--- src/rtl/axist_prbs_gen.sv ---
`default_nettype none
// ============================================================================
// Module   : axist_prbs_gen
// Brief    : Multi-lane LFSR pattern source with an AXI-ST valid/ready output,
//            programmable run length, abort and lane-0 period-wrap flag.
// Revision : 1.0 - initial release
// ============================================================================
module axist_prbs_gen #(
    parameter int                LANES  = 2,
    parameter int                LFSR_W = 40,
    parameter logic [LFSR_W-1:0] TAPS   = 40'hA0_0014_0000,
    parameter int                STEP   = 1,
    parameter int                CNT_W  = 16
) (
    input  logic                      clk,
    input  logic                      rst,
    input  logic                      start,
    input  logic                      stop,
    input  logic [LANES*LFSR_W-1:0]   seed_in,
    input  logic [CNT_W-1:0]          beat_count,
    output logic [LANES*LFSR_W-1:0]   dout,
    output logic                      dout_valid,
    input  logic                      dout_ready,
    output logic                      busy,
    output logic                      done,
    output logic                      wrapped,
    output logic [CNT_W-1:0]          beats_sent
);

    typedef enum logic [1:0] {
        S_IDLE = 2'd0,
        S_RUN  = 2'd1,
        S_DONE = 2'd2
    } state_t;

    state_t            state_q;
    logic [LFSR_W-1:0] lane_q    [LANES];
    logic [LFSR_W-1:0] seed_q    [LANES];
    logic [LFSR_W-1:0] lane_d    [LANES];
    logic [LFSR_W-1:0] w_seed_ld [LANES];
    logic [CNT_W-1:0]  beats_q;
    logic [CNT_W-1:0]  limit_q;
    logic              wrapped_q;
    logic              w_hs;
    logic              w_last;

    // STEP shifts unrolled into one combinational advance per accepted beat
    function automatic logic [LFSR_W-1:0] lfsr_adv(input logic [LFSR_W-1:0] s);
        logic [LFSR_W-1:0] v;
        v = s;
        for (int k = 0; k < STEP; k++) begin
            v = {v[LFSR_W-2:0], ^(v & TAPS)};
        end
        return v;
    endfunction

    for (genvar i = 0; i < LANES; i++) begin : g_lane
        assign w_seed_ld[i] = (seed_in[i*LFSR_W +: LFSR_W] == '0) ? LFSR_W'(1)
                                                                   : seed_in[i*LFSR_W +: LFSR_W];
        assign dout[i*LFSR_W +: LFSR_W] = lane_q[i];
    end

    always_comb begin
        for (int i = 0; i < LANES; i++) begin
            lane_d[i] = lfsr_adv(lane_q[i]);
        end
    end

    assign w_hs   = (state_q == S_RUN) && dout_ready;
    // Limited runs never saturate, so beats_q + 1 cannot wrap here
    assign w_last = (limit_q != '0) && ((beats_q + CNT_W'(1)) == limit_q);

    always_ff @(posedge clk) begin
        if (rst) begin
            state_q   <= S_IDLE;
            beats_q   <= '0;
            limit_q   <= '0;
            wrapped_q <= 1'b0;
            for (int i = 0; i < LANES; i++) begin
                lane_q[i] <= LFSR_W'(1);
                seed_q[i] <= LFSR_W'(1);
            end
        end else begin
            case (state_q)
                S_IDLE, S_DONE: begin
                    if (start) begin
                        lane_q    <= w_seed_ld;
                        seed_q    <= w_seed_ld;
                        limit_q   <= beat_count;
                        beats_q   <= '0;
                        wrapped_q <= 1'b0;
                        state_q   <= S_RUN;
                    end
                end
                S_RUN: begin
                    if (w_hs) begin
                        lane_q <= lane_d;
                        if (beats_q != '1) begin
                            beats_q <= beats_q + CNT_W'(1);
                        end
                        if (lane_d[0] == seed_q[0]) begin
                            wrapped_q <= 1'b1;
                        end
                    end
                    // A final beat that coincides with stop still counts as a completed run
                    if (w_hs && w_last) begin
                        state_q <= S_DONE;
                    end else if (stop) begin
                        state_q <= S_IDLE;
                    end
                end
                default: state_q <= S_IDLE;
            endcase
        end
    end

    assign dout_valid = (state_q == S_RUN);
    assign busy       = (state_q == S_RUN);
    assign done       = (state_q == S_DONE);
    assign wrapped    = wrapped_q;
    assign beats_sent = beats_q;

endmodule
`default_nettype wire

--- config.mk ---
export PLATFORM = sky130hd
export DESIGN_NAME = axist_prbs_gen
export DESIGN_NICKNAME = d
export VERILOG_FILES = /design/src/rtl/axist_prbs_gen.sv
export SDC_FILE = /design/constraint.sdc
export NUM_CORES = 1
export LEC_CHECK = 0
export CAP_MARGIN = 5
export CORE_MARGIN = 4
export CORE_UTILIZATION = 50
export CTS_CLUSTER_DIAMETER = 120
export DETAILED_ROUTE_END_ITERATION = 8
export GPL_ROUTABILITY_DRIVEN = 0
export PLACE_DENSITY_LB_ADDON = 0.15
export SETUP_SLACK_MARGIN = 0.1
export SKIP_CTS_REPAIR_TIMING = 1
export SYNTH_ARGS = -nofsm -noshare
export SYNTH_HDL_FRONTEND = slang
export SYNTH_SLANG_ARGS = --single-unit
--- constraint.sdc ---
create_clock -name clk -period 3.9 [get_ports clk]
set_input_delay 0.39 -clock clk [delete_from_list [all_inputs] [get_ports clk]]
set_output_delay 0.39 -clock clk [all_outputs]
set_load 0.05 [all_outputs]
==> impl_metrics.csv <==
group,metric,value,unit
layout,syn_to_final_growth,37.2,%
timing,finClkSkew,0.00799,ns
clock_network,path_clk_slew,0.06,ns
placement,place_hpwl,15300,um
die,initial_core_util,0.514,
worst_setup_path,slowest_delay,0.88,ns
yosys,ys_top_cells_by_area,"dfxtp_1, a311oi_1, nand2_1",
timing,layout_min_cycle_time,2.90,ns
placement,io_buffer_count,200,
layout,multi_input_area,0.00385,mm^2
detailed_routing,first_iter_violations,620,
clock_network,cts_sinks,155,
worst_setup_path,cp_top_family,"buffers and inverters",
power_and_ir_drop,power.total,4.71,mW
clock_network,htreeDepth,4,
timing,fmax,345,MHz
yosys,syn_area,0.00720,mm^2
detailed_routing,drtAntennaViolNets,0,
layout,nets,1109,
clock_network,clock_path_buffers,2,
worst_setup_path,path_cells,"nand2b_4, inv_2, clkdlybuf4s50_1",
timing,fin_crit_sh,0.743,
clock_network,cts_made_buffers,17,
layout,fin_cells,1201,
die,io-pin-count,201,
worst_setup_path,critPathBufInv,2,
worst_setup_path,crit_path_top_delay_cell,"clkdlybuf4s50_1",
placement,placed_cells,1168,
yosys,synth_top_family_by_area,"simple AND/OR/NAND/NOR gates",
clock_network,ctsRootBufferMaster,"clkbuf_16",
worst_setup_path,arrival,2.51,ns
die,dieArea,0.0164,mm^2
yosys,synth-seq-cells,155,
worst_setup_path,cp_max_fo,42,
yosys,ys_warn_count,0,
worst_setup_path,critPathKind,"reg -> out",
flow_run,drv_cap,0,
layout,final_layout_size_suffix_gt1_frac,0.0598,
timing,tns,0,ns
timing,max_slew_margin,0.459,
power_and_ir_drop,peakVddDrop,0.354,mV
clock_network,cts_tree,"yes",
yosys,muxShareOfSynthArea,0.00156,
worst_setup_path,startpoint_type,"flop",
global_route,grt_remaining_overflow,0,
yosys,synthFlopType,"dfxtp_1",
yosys,yosysSeqAreaShare,0.431,
die,core.rowCount,43,
global_route,grt_pass1_vias,6599,
timing,fin_ws,1.00,ns
layout,fin_util,0.706,
yosys,synth-xor-area-share,0.0852,
yosys,synth_common_cells,"nand2_1, dfxtp_1, nor2_1",
yosys,yosysMostFrequentCell,"nand2_1",
yosys,synth_edf_count,0,
detailed_routing,vias,7150,
timing,finalSetupViolCount,0,
yosys,yosys.area_share.simple,0.236,
detailed_routing,post_drt_wl_per_cell,18.6,um
yosys,synthAdderAreaFrac,0.00174,
hold_path,hold_path_class,"reg -> reg",
detailed_routing,first_pass_iters,5,
power_and_ir_drop,power.density,477,mW/mm^2
global_route,antenna_found_initial,1,
global_route,grt.total_usage,0.268,
timing,rsz0062_at_grt,"false",
detailed_routing,drc_errors,0,
die,coreArea,0.0140,mm^2
die,die_x,128,um
layout,fillers,1161,
worst_setup_path,required,3.51,ns
layout,seqCellArea,0.00310,mm^2
placement,dp_slack,1.32,ns
yosys,netlist_instances,846,
detailed_routing,wirelength,22400,um
yosys,synth-compound-area-share,0.206,
yosys,ys_async_sr_fraction,0,
timing,slew_viol_final,0,
worst_setup_path,end_kind,"output pin",
yosys,syn_area_per_cell,8.51,um^2
timing,max_slew.worst_pin.slew,0.812,ns
yosys,ys_types,51,
yosys,synth_largest_area_cell,"dfxtp_1",
yosys,yosys.area.top_type_share,0.431,
global_route,grt_first_pass_wirelength,35100,um
global_route,grt_max_degree,83,
timing,hold_viol,0,
outcome,status,"complete, no violations",
die,die_y,128,um
yosys,synth_nets,948,
detailed_routing,vias_per_cell,5.95,
power_and_ir_drop,leakagePower,3.59,nW
clock_network,clkLatencyLatePin,0.43,ns
cell families after synthesis:
logic type                 count (synthesis)
buffers and inverters                     70
adders and majority gates                  1
muxes                                      1
DFF                                      155
xor gates and xnor gates                  70
AOI/OAI and AO/OA                        185
and+or+nand+nor                          364
stage by stage:
step	cell area, um^2	hold slack, ns
CTS	9870	0.470
detailed placement	9250	0.460
global placement	9250	0.449
global route	9870	0.491
finish	9870	0.469
floorplan	7200	0.438
final cells by class:
| class | instances | area share |
|---|---|---|
| well taps | 180 | 0.0228 |
| clock buffers | 19 | 0.0459 |
| diodes | 1 | 0.000254 |
| repair buffers | 207 | 0.208 |
| clock inverters | 13 | 0.0170 |
| flip-flops and latches | 155 | 0.314 |
| multi-input cells | 621 | 0.390 |
| inverters | 5 | 0.00190 |
placed cells by master, fill, tap and decap left out, drive strengths merged, types with 5 or more instances in the layout:
| master | count |
|---|---|
| nand3 | 9 |
| nand2 | 172 |
| a22o | 55 |
| buf | 8 |
| clkbuf | 19 |
| and3 | 5 |
| nor4 | 29 |
| nand4 | 19 |
| nand3b | 8 |
| nor3 | 14 |
| o21ai | 15 |
| a21oi | 22 |
| a311oi | 78 |
| clkdlybuf4s50 | 199 |
| xor2 | 7 |
| xnor2 | 63 |
| dfxtp | 155 |
| inv | 6 |
| clkinv | 7 |
| nor2 | 96 |
where the power goes:
group / internal [mW] / total [mW] / switching, mW
combinational: 0.439 / 1.15 / 0.708
clock: 1.04 / 1.72 / 0.673
sequential: 1.71 / 1.85 / 0.132
metal layers:
layer  global-route usage  share of wire  up-vias
li1                     -              -     3389
met1                0.370           0.43     3350
met2                0.409           0.46      361
met3               0.0621          0.086       50
met4                0.105          0.032        0
met5                    0              0        -
registers in the layout (all words and copies together) (netlist names):
register / flops
dout: 80
seed_q: 40
beats_sent: 16
limit_q: 16
state_q: 2
wrapped: 1
path summary, 6_finish.rpt:
path | from | to | slack, ns | depth (start not counted)
worst max-delay path | state_q[0]$_SDFFE_PP0P_ | busy | 1.00 | 3
worst min-delay path | seed_q[40]$_SDFFE_PP1P_ | seed_q[40]$_SDFFE_PP1P_ | 0.47 | 2
worst max register to register | beats_sent[0]$_SDFFE_PP0P_ | beats_sent[6]$_SDFFE_PP0P_ | 1.30 | 7
worst min register to register | seed_q[40]$_SDFFE_PP1P_ | seed_q[40]$_SDFFE_PP1P_ | 0.47 | 2
worst min-delay path, stage by stage (launching register included):
cell     delay [ns]
dfxtp_1        0.32
inv_1          0.05
a21oi_1        0.05
Note: power is estimated with default switching activity, not from simulation.
